**src/rtl/interact_ctrl.sv**
```systemverilog
// Move sequencer in front of the combinational tile resolver: reads the target
// tile, presents it to the resolver, then commits the player state and map write-back.
//
// state    | meaning
// ---------+---------------------------------------------------------------
// S_IDLE   | waiting for a move; out-of-board targets are answered here
// S_RD     | map read strobe out for the registered target tile
// S_LATCH  | map read data captured into res_tile_id
// S_COMMIT | resolver outputs settled; commit or reject the whole move
module interact_ctrl #(
   parameter int          FLOOR_BITS   = 4,
   parameter logic [3:0]  BOARD_MAX    = 4'd12,
   parameter logic [15:0] FLOOR_MAX    = 16'd9,
   parameter logic [3:0]  START_X      = 4'd6,
   parameter logic [3:0]  START_Y      = 4'd11,
   parameter logic [15:0] START_HEALTH = 16'd10
) (
   input  logic                  clk_i,
   input  logic                  rst_i,
   input  logic                  move_valid_i,
   input  logic [1:0]            move_dir_i,
   output logic                  move_ready_o,
   output logic                  map_rd_en_o,
   output logic [FLOOR_BITS+7:0] map_rd_addr_o,
   input  logic [15:0]           map_rd_data_i,
   output logic                  map_wr_en_o,
   output logic [FLOOR_BITS+7:0] map_wr_addr_o,
   output logic [15:0]           map_wr_data_o,
   output logic [3:0]            res_pos_x_o,
   output logic [3:0]            res_pos_y_o,
   output logic [15:0]           res_tile_id_o,
   output logic [15:0]           floor_o,
   output logic [3:0]            player_x_o,
   output logic [3:0]            player_y_o,
   output logic [31:0]           key_num_o,
   output logic [15:0]           health_o,
   input  logic [15:0]           res_floor_i,
   input  logic [3:0]            res_goto_x_i,
   input  logic [3:0]            res_goto_y_i,
   input  logic [31:0]           res_key_num_i,
   input  logic [15:0]           res_health_i,
   input  logic [15:0]           res_new_tile_i,
   output logic                  done_o,
   output logic                  blocked_o
);

   typedef enum logic [1:0] {S_IDLE, S_RD, S_LATCH, S_COMMIT} state_t;

   state_t                  state_q;
   logic [3:0]              tx_q, ty_q;
   logic [3:0]              tx_d, ty_d;
   logic                    in_range;
   logic [15:0]             floor_q;
   logic [3:0]              player_x_q, player_y_q;
   logic [31:0]             key_num_q;
   logic [15:0]             health_q;
   logic [15:0]             res_tile_id_q;
   logic                    map_rd_en_q;
   logic                    map_wr_en_q;
   logic [FLOOR_BITS+7:0]   map_wr_addr_q;
   logic [15:0]             map_wr_data_q;
   logic                    done_q, blocked_q;

   // Moving up/left from 0 wraps to 4'hF, which the range test also rejects.
   always_comb begin
      tx_d = player_x_q;
      ty_d = player_y_q;
      case (move_dir_i)
         2'd0:    ty_d = player_y_q - 4'd1;
         2'd1:    ty_d = player_y_q + 4'd1;
         2'd2:    tx_d = player_x_q - 4'd1;
         default: tx_d = player_x_q + 4'd1;
      endcase
      in_range = (tx_d <= BOARD_MAX) && (ty_d <= BOARD_MAX);
   end

   always_ff @(posedge clk_i) begin
      if (rst_i) begin
         state_q       <= S_IDLE;
         tx_q          <= '0;
         ty_q          <= '0;
         floor_q       <= '0;
         player_x_q    <= START_X;
         player_y_q    <= START_Y;
         key_num_q     <= '0;
         health_q      <= START_HEALTH;
         res_tile_id_q <= '0;
         map_rd_en_q   <= 1'b0;
         map_wr_en_q   <= 1'b0;
         map_wr_addr_q <= '0;
         map_wr_data_q <= '0;
         done_q        <= 1'b0;
         blocked_q     <= 1'b0;
      end else begin
         map_rd_en_q <= 1'b0;
         map_wr_en_q <= 1'b0;
         done_q      <= 1'b0;
         blocked_q   <= 1'b0;
         case (state_q)
            S_IDLE: begin
               if (move_valid_i) begin
                  if (in_range) begin
                     tx_q        <= tx_d;
                     ty_q        <= ty_d;
                     map_rd_en_q <= 1'b1;
                     state_q     <= S_RD;
                  end else begin
                     done_q    <= 1'b1;
                     blocked_q <= 1'b1;
                  end
               end
            end
            S_RD: state_q <= S_LATCH;
            S_LATCH: begin
               res_tile_id_q <= map_rd_data_i;
               state_q       <= S_COMMIT;
            end
            S_COMMIT: begin
               state_q <= S_IDLE;
               done_q  <= 1'b1;
               // A floor below 0 wraps to 16'hFFFF, so one compare covers both rejects.
               if (res_floor_i > FLOOR_MAX) begin
                  blocked_q <= 1'b1;
               end else begin
                  map_wr_en_q   <= (res_new_tile_i != res_tile_id_q);
                  map_wr_addr_q <= {floor_q[FLOOR_BITS-1:0], ty_q, tx_q};
                  map_wr_data_q <= res_new_tile_i;
                  floor_q       <= res_floor_i;
                  player_x_q    <= res_goto_x_i;
                  player_y_q    <= res_goto_y_i;
                  key_num_q     <= res_key_num_i;
                  health_q      <= res_health_i;
                  blocked_q     <= (res_goto_x_i == player_x_q) && (res_goto_y_i == player_y_q);
               end
            end
            default: state_q <= S_IDLE;
         endcase
      end
   end

   assign move_ready_o  = (state_q == S_IDLE);
   assign map_rd_en_o   = map_rd_en_q;
   assign map_rd_addr_o = {floor_q[FLOOR_BITS-1:0], ty_q, tx_q};
   assign map_wr_en_o   = map_wr_en_q;
   assign map_wr_addr_o = map_wr_addr_q;
   assign map_wr_data_o = map_wr_data_q;
   assign res_pos_x_o   = tx_q;
   assign res_pos_y_o   = ty_q;
   assign res_tile_id_o = res_tile_id_q;
   assign floor_o       = floor_q;
   assign player_x_o    = player_x_q;
   assign player_y_o    = player_y_q;
   assign key_num_o     = key_num_q;
   assign health_o      = health_q;
   assign done_o        = done_q;
   assign blocked_o     = blocked_q;

endmodule
```
**config.mk**
```make
export PLATFORM = sky130hd
export DESIGN_NAME = interact_ctrl
export DESIGN_NICKNAME = d
export VERILOG_FILES = /design/src/rtl/interact_ctrl.sv
export SDC_FILE = /design/constraint.sdc
export NUM_CORES = 1
export LEC_CHECK = 0
export CAP_MARGIN = 30
export CORE_AREA = 2 2 112 114
export CTS_BUF_LIST = sky130_fd_sc_hd__clkbuf_16
export DETAILED_ROUTE_END_ITERATION = 7
export DIE_AREA = 0 0 114 116
export GPL_ROUTABILITY_DRIVEN = 0
export PLACE_DENSITY = 0.85
export SLEW_MARGIN = 15
export SYNTH_ARGS = -nofsm -noshare
export SYNTH_HDL_FRONTEND = slang
export SYNTH_SLANG_ARGS = --single-unit
```
**constraint.sdc**
```tcl
create_clock -name clk_i -period 7.8 [get_ports clk_i]
set_clock_uncertainty 0.2 [all_clocks]
set_input_delay 2.34 -clock clk_i [delete_from_list [all_inputs] [get_ports clk_i]]
set_output_delay 2.34 -clock clk_i [all_outputs]
set_load 0.1 [all_outputs]
```
* Word level (Yosys, flattened, before mapping) *
Cells that the tools add are included.

word-level totals
  memory bits (read-only) = 0
  memory bits (writable) = 0
  bits in latches = 0
  logic and storage cells = 57
  input port bits = 109
  memories kept = 0
  register bits after elaboration = 130

cells by class
  bitwise gates (word level) = 4
  divide/modulo/power cells = 0
  multiplexer cells = 11
  magnitude comparators = 3
  multiply operators = 0
  add/subtract/negate cells = 4
  shift-type cells = 0
  equal/unequal tests = 10
  reduce and logical (&&, ||, !) cells = 10

operator list
  kind                 count
  $gt 16x4->1 const B  1
  $ne 16x16->1         1
  $pmux 4 s2           2
  $add 4x1->4 const B  2
  $eq 4x4->1           2
  $le 4x4->1 const B   2
  $pmux 2 s4           1
  $sub 4x1->4 const B  2
  $eq 2x2->1 const B   3
  $reduce_or 3->1      2
  $eq 2x1->1 const B   2
  $logic_not 2->1      2
  $mux 1               4
  $mux 2               2
  $not 1->1            4
  $pmux 1 s2           2
  $reduce_and 2->1     2
  $reduce_and 3->1     1
  $logic_and 1x1->1    2
  $ne 2x1->1 const B   1
  $ne 2x2->1 const B   1
  $reduce_or 2->1      1

* Logic depth before layout (Yosys ltp) *
Gate-level depths: netlist of the first run.

  depth after elaboration = 8
  gate-level depth with buffers = 11

* Least setup slack after synthesis of the first run *
No wires, ideal clock.

  path type = in2reg
  start point = in move_dir_i[1]
  end point = reg state_q[0]
  stages = 11
  library setup time = 0.132 ns
  required time = 7.468 ns
  path buffers = 2
  slack = 3.268 ns
  arrival time = 4.200 ns
  path through = buf_2 > nand2b_1 > xnor2_1 > ha_1 > nor4b_1 > a31oi_1 > xor2_1 > or3_1 > buf_6 > a311oi_2 > nor3_1

on the way
  longest elaborated chain between the ends = 7
  elaborated cells between the ends (all ways) = 11
  classes of those cells = 2 x order compare; 3 x eq/ne; 2 x mux; 4 x reduce/logical

RTL lines
  item                                           RTL line  text
  from (decl)                                    21        input logic [1:0] move_dir_i,
  $eq 2x1->1 or $logic_not 2->1 (tied branches)  68        case (move_dir_i)
  $reduce_or 2->1 (no source line)               n/a
  $pmux 4 s2                                     68
  $le 4x4->1                                     74        in_range = (tx_d <= BOARD_MAX) && (ty_d <= BOARD_MAX);
  $logic_and 1x1->1 *                            74
  $ne 2x1->1 (no source line) *                  n/a
  $reduce_and 2->1 (no source line) *            n/a
  to (signal assigned)                           79        state_q <= S_IDLE;
  to (signal assigned)                           106       state_q <= S_RD;
  to (signal assigned)                           113       S_RD: state_q <= S_LATCH;
  to (decl)                                      49        state_t state_q;

Every way passes the cells marked *; elsewhere a longest branch is shown, timed or not.
A chain may end at the register's enable or synchronous reset.

* Worst setup path after layout of the first run *
  start point = in move_dir_i[1]
  end point = reg ty_q[1], in the netlist res_pos_y_o[1]

on the way
  longest elaborated chain between the ends = 6
  elaborated cells between the ends (all ways) = 10
  classes of those cells = 2 x order compare; 2 x eq/ne; 2 x mux; 4 x reduce/logical

RTL lines
  item                                           RTL line  text
  $eq 2x1->1 or $logic_not 2->1 (tied branches)  68
  $reduce_or 2->1 (no source line)               n/a
  $pmux 4 s2                                     68
  $le 4x4->1                                     74
  $logic_and 1x1->1                              74
  $reduce_and 3->1 (no source line)              n/a
  to (signal assigned)                           104       ty_q <= ty_d;
  to (decl)                                      50        logic [3:0] tx_q, ty_q;

Several ways; a longest one is shown, not always the timed one.

==> results.yml, run 1 <==
final_layout:
  stdcell_count: 995
  layout_common_cells: "clkdlybuf4s50_1 (248), nand2_1 (179), dfxtp_1 (130)"
  fillers: 976
  layout_commonest_cell: "clkdlybuf4s50_1"
  layout.nets: 951
  final-seq-area_um2: 2603
  multiInputGateArea_um2: 2316
  fin_area_um2: 8262
  drive_gt1_share_pct: 4.953
  diodes: 0
  areaGrowthSynthToFinish_pct: 58.57
detailed_routing:
  drc_errors: 0
  ant_nets: 0
  firstDrtPassIters: 4
  via_per_inst: 5.004
  dr.first_iter.drc_count: 300
  wire_per_inst_um: 15.67
  dr_total_vias: 4979
  finalWirelength_mm: 15.59
cts:
  postCtsHoldBufs: 0
  clkTransAtPathRegs_ns: 0.05
  cts_root_buf: "clkbuf_16"
  clk_latency_ns: 0.41
  cts_resized: 0
  cts_setup_buffers: 0
  clock_path_buffers: 2
  htree_levels: 4
  cts-buffers-inserted: 17
  cts_sinks: 130
  cts_tree: "done"
floorplan:
  die_w_um: 114
  rows: 40
  die_area_um2: 13220
  fp.dieH_um: 116
  initial_core_util_pct: 43.74
  ioPinCount: 250
  core-area_um2: 11910
synthesis:
  synth_cells: 615
  syn-num-nets: 731
  yosysSeqAreaShare_pct: 49.95
  synth-edff-count: 0
  synth_area_per_cell_um2: 8.472
  synth.distinct_cells: 41
  synth_top_area_share_pct: 49.95
  synth_area_um2: 5210
  synth_seq_cells: 130
  async_flop_share_pct: 0
  synth_flop_cell: "dfxtp_1"
  yosys.area.top_type: "dfxtp_1"
  ys.warnings.count: 0
  ys_top_cells_by_area: "dfxtp_1 (50%), nand2_1 (13%), a21oi_1 (8.1%), xnor2_1 (4.9%), mux2i_1 (4.0%)"
placement:
  placed_cells: 963
  io_buffers: 249
  pre_cts_slack_ns: 2.287
  placed_cell_area_um2: 7711
  hpwlAfterDp_mm: 11.08
timing:
  rsz0062_at_grt: "false"
  relSlewSlack_pct: 31.08
  max_freq_mhz: 196.7
  finalMaxSlewViolations: 0
  hold_violations: 0
  fin_crit_sh_pct: 65.17
  setup_ws_ns: 2.717
  tightest_slew_ns: 1.031
  period_needed_ns: 5.083
  finalSetupViolCount: 0
  finalSetupTns_ns: 0
global_route:
  antenna_found_initial: 0
  grt_pass1_vias: 4660
  gr-total-overflow: 0
  grt_pass1_wl_mm: 23.74
  grt_max_degree: 69
  grt.total_usage_pct: 23.38
pwr:
  p_per_area_nw_per_um2: 252.5
  switching_share_pct: 35.44
  combPwrFrac_pct: 29.4
  design_power_total_mw: 2.086
  p_leak_nw: 2.914
  ir_worst_vdd_mv: 0.1616
  switchingPower_uw: 739.3
  clock_power_share_pct: 35.5
  p_seq_share_pct: 35.1
  cell_internal_pwr_mw: 1.347
worst_setup_path:
  crit_fanout: 15
  cp.required_ns: 7.94
  cp.arrival_ns: 5.23
  start_kind: "input pin"
  end_kind: "register"
  crit_type: "in -> reg"
run_status:
  status: "complete, no violations"
job:
  max_cap_violations: 0
worst_hold_path:
  hp-class: "reg -> reg"
## through the flow
step | util [%] | hold slack [ns]
6_report | 69.36 | 0.2509
5_1_grt | 69.36 | 0.2715
4_1_cts | 69.36 | 0.2532
3_5_place_dp | 64.74 | 0.2458
3_3_place_gp | 64.15 | 0.2407
2_1_floorplan | - | 0.2709
## sequential cells by signal (all words and copies together), names as in the netlist
signal	flops
blocked_o	1
done_o	1
floor_o	16
health_o	16
key_num_o	32
map_rd_en_o	1
map_wr_addr_o	12
map_wr_data_o	16
map_wr_en_o	1
player_x_o	4
player_y_o	4
res_pos_x_o	4
res_pos_y_o	4
res_tile_id_o	16
state_q	2
## kinds of logic after synthesis
logic type	synth area share (%)
flops	49.95
simple gates	21.09
xor+xnor	5.211
fa+ha+maj	1.825
buf+inv	5.788
mux	4.035
compound gates	12.10
## power by group through the flow
stage	Sequential (mW)	Clock [mW]	Combinational [mW]
detailed placement	0.744	0	0.613
global placement	0.744	0	0.606
finish	0.731	0.741	0.614
CTS	0.731	0.755	0.615
global route	0.735	0.784	0.638
floorplan	0.929	0	0.263
## cell usage after synthesis, types with 5 or more instances
cell type / number
dfxtp_1: 130
nand3_1: 8
nand2_1: 179
a211oi_1: 9
inv_1: 9
nor4_1: 5
buf_4: 12
xnor2_1: 29
clkbuf_1: 36
ha_1: 6
nand4_1: 8
a21oi_1: 84
a31oi_1: 7
and3_1: 13
nor2_1: 21
mux2i_1: 21
## layer usage
metal,track usage [%],wire [um]
met5,0,0
met4,9.024,205
met3,9.623,1359
met2,39.84,7740
met1,26.25,6286
## final cells by class
type	instances	area share, %
repair buffers	254	31.17
clock buffers	17	5.149
clock inverters	15	1.514
multi-input cells	423	28.03
inverters	9	0.4089
well taps	147	2.226
flip-flops and latches	130	31.50
## worst max-delay path: stages
cell and delay (ns):
clkdlybuf4s50_1 0.78, nand2b_1 0.27, inv_1 0.08, fa_1 0.37
xnor2_1 0.13, mux2i_1 0.27, a211oi_1 0.13, or2_1 0.29
nor3_4 0.34, mux2i_1 0.21
## worst paths after layout
| kind | start | endpoint | slack (ns) | cells past startpoint |
|---|---|---|---|---|
| setup / recovery | move_dir_i[1] | res_pos_y_o[1] | 2.72 | 10 |
| hold / removal | key_num_o[17] | key_num_o[17] | 0.25 | 2 |
| setup reg to reg | player_y_o[0] | res_pos_y_o[1] | 5.09 | 8 |
| hold reg to reg | key_num_o[17] | key_num_o[17] | 0.25 | 2 |
Power figures use the tool's default switching activity.
==> run 2, diff against run 1 <==
--- a/config.mk
+++ b/config.mk
@@ -6,12 +6,12 @@
 export NUM_CORES = 1
 export LEC_CHECK = 0
 export CAP_MARGIN = 30
-export CORE_AREA = 2 2 112 114
+export CORE_AREA = 2 2 116 118
 export CTS_BUF_LIST = sky130_fd_sc_hd__clkbuf_16
 export DETAILED_ROUTE_END_ITERATION = 7
-export DIE_AREA = 0 0 114 116
+export DIE_AREA = 0 0 118 120
 export GPL_ROUTABILITY_DRIVEN = 0
-export PLACE_DENSITY = 0.85
+export PLACE_DENSITY = 0.8
 export SLEW_MARGIN = 15
 export SYNTH_ARGS = -nofsm -noshare
 export SYNTH_HDL_FRONTEND = slang
==> constraint.sdc (replaced) <==
create_clock -name clk_i -period 4.9 [get_ports clk_i]
set_clock_uncertainty 0.2 [all_clocks]
set_input_delay 1.47 -clock clk_i [delete_from_list [all_inputs] [get_ports clk_i]]
set_output_delay 1.47 -clock clk_i [all_outputs]
set_load 0.1 [all_outputs]
==> results.yml, run 2 (synthesized netlist as in run 1, its figures left out) <==
run_status:
  status: "complete, no violations"
timing:
  max_freq_mhz: 250.8
  finalMaxSlewViolations: 0
  setup_ws_ns: 0.9124
  finalSetupTns_ns: 0
  period_needed_ns: 3.988
  hold_violations: 0
  fin_crit_sh_pct: 81.38
  rsz0062_at_grt: "false"
  relSlewSlack_pct: 31.13
  tightest_slew_ns: 1.030
  holdWs_ns: 0.2503
  finalSetupViolCount: 0
cts:
  clkTransAtPathRegs_ns: 0.05
  clk_latency_ns: 0.40
  cts_tree: "done"
  cts_sinks: 130
  cts_root_buf: "clkbuf_16"
  htree_levels: 4
  cts-buffers-inserted: 17
  cts_setup_buffers: 0
  postCtsHoldBufs: 0
  cts_resized: 0
  clock_path_buffers: 2
worst_setup_path:
  cp.arrival_ns: 4.06
  crit_chain: "clkdlybuf4s50_1, buf_4, nand2b_1, xnor2_1, ha_1, nor4b_1, a31oi_1, xor2_1, or3_1, a311oi_2, nor3_1"
  end_kind: "register"
  cpLargestDelayFamily: "simple AND/OR/NAND/NOR gates"
  crit_type: "in -> reg"
  start_kind: "input pin"
  crit_fanout: 10
  cpPeakStageDelay_ns: 0.54
  cp.required_ns: 4.97
  cp_num_buf_inv: 2
  slowest_stage: "clkdlybuf4s50_1"
detailed_routing:
  dr.first_iter.drc_count: 274
  firstDrtPassIters: 4
  drc_errors: 0
  dr_total_vias: 5008
  wire_per_inst_um: 15.05
  via_per_inst: 4.900
  ant_nets: 0
  finalWirelength_mm: 15.38
final_layout:
  layout.nets: 952
  fin_util_pct: 63.39
  drive_gt1_share_pct: 4.374
  fin_area_um2: 8228
  layout_common_cells: "clkdlybuf4s50_1 (248), nand2_1 (179), dfxtp_1 (130)"
  stdcell_count: 1022
  largest_reg_flops: 32
  areaGrowthSynthToFinish_pct: 57.93
  layout_commonest_cell: "clkdlybuf4s50_1"
  fillers: 1131
  diodes: 0
floorplan:
  die_area_um2: 14160
  fp.dieH_um: 120
  ioPinCount: 250
  initial_core_util_pct: 40.14
  rows: 42
  die_w_um: 118
  core-area_um2: 12980
global_route:
  grt_pass1_vias: 4738
  grt_pass1_wl_mm: 24.58
  gr-total-overflow: 0
  grt.total_usage_pct: 22.02
  grt_max_degree: 65
  antenna_found_initial: 0
placement:
  pre_cts_slack_ns: 0.5218
  placed_cell_area_um2: 7747
  io_buffers: 249
  hpwlAfterDp_mm: 11.05
  placed_cells: 993
pwr:
  design_power_total_mw: 3.193
  p_leak_nw: 2.878
  ir_worst_vdd_mv: 0.2601
  p_per_area_nw_per_um2: 388.1
job:
  max_cap_violations: 0
worst_hold_path:
  hp-class: "reg -> reg"
-- run 2: metal layers --
layer / share of wire, % / wire length (um) / track usage, % / up-vias
met5: 0 / 0 / 0 / -
met4: 2.0 / 306 / 9.563 / 0
met3: 8.8 / 1353 / 8.793 / 21
met2: 48 / 7363 / 36.19 / 196
met1: 41 / 6356 / 25.38 / 2314
li1: - / - / - / 2477
-- run 2: final timing paths --
path | depth (start not counted) | slack (ns) | end | startpoint
max reg2reg | 8 | 2.12 | res_pos_y_o[1] | player_y_o[0]
max | 11 | 0.91 | state_q[0] | move_dir_i[1]
min | 2 | 0.25 | map_wr_data_o[14] | map_wr_data_o[14]
min reg2reg | 2 | 0.25 | map_wr_data_o[14] | map_wr_data_o[14]
-- run 2: worst register-to-register path: stages, from the launching register on --
cell and delay, ns:
dfxtp_1 0.50, inv_1 0.14, fa_1 0.44, xnor2_1 0.13, mux2i_1 0.29, a211oi_1 0.12
or2_1 0.30, nor3_4 0.36, mux2i_1 0.23
-- run 2: area by class of cell --
class                   count  area, um2  area share, %
flip-flops and latches    130       2603          31.63
repair buffers            255       2575          31.30
multi-input cells         423       2316          28.15
clock buffers              17      425.4          5.170
well taps                 176      220.2          2.676
clock inverters            12      55.05         0.6691
inverters                   9      33.78         0.4106
-- run 2: where the power goes --
group	internal, mW	switching (mW)
clock	0.618	0.424
combinational	0.310	0.675
sequential	1.11	0.0558
total	2.04	1.16
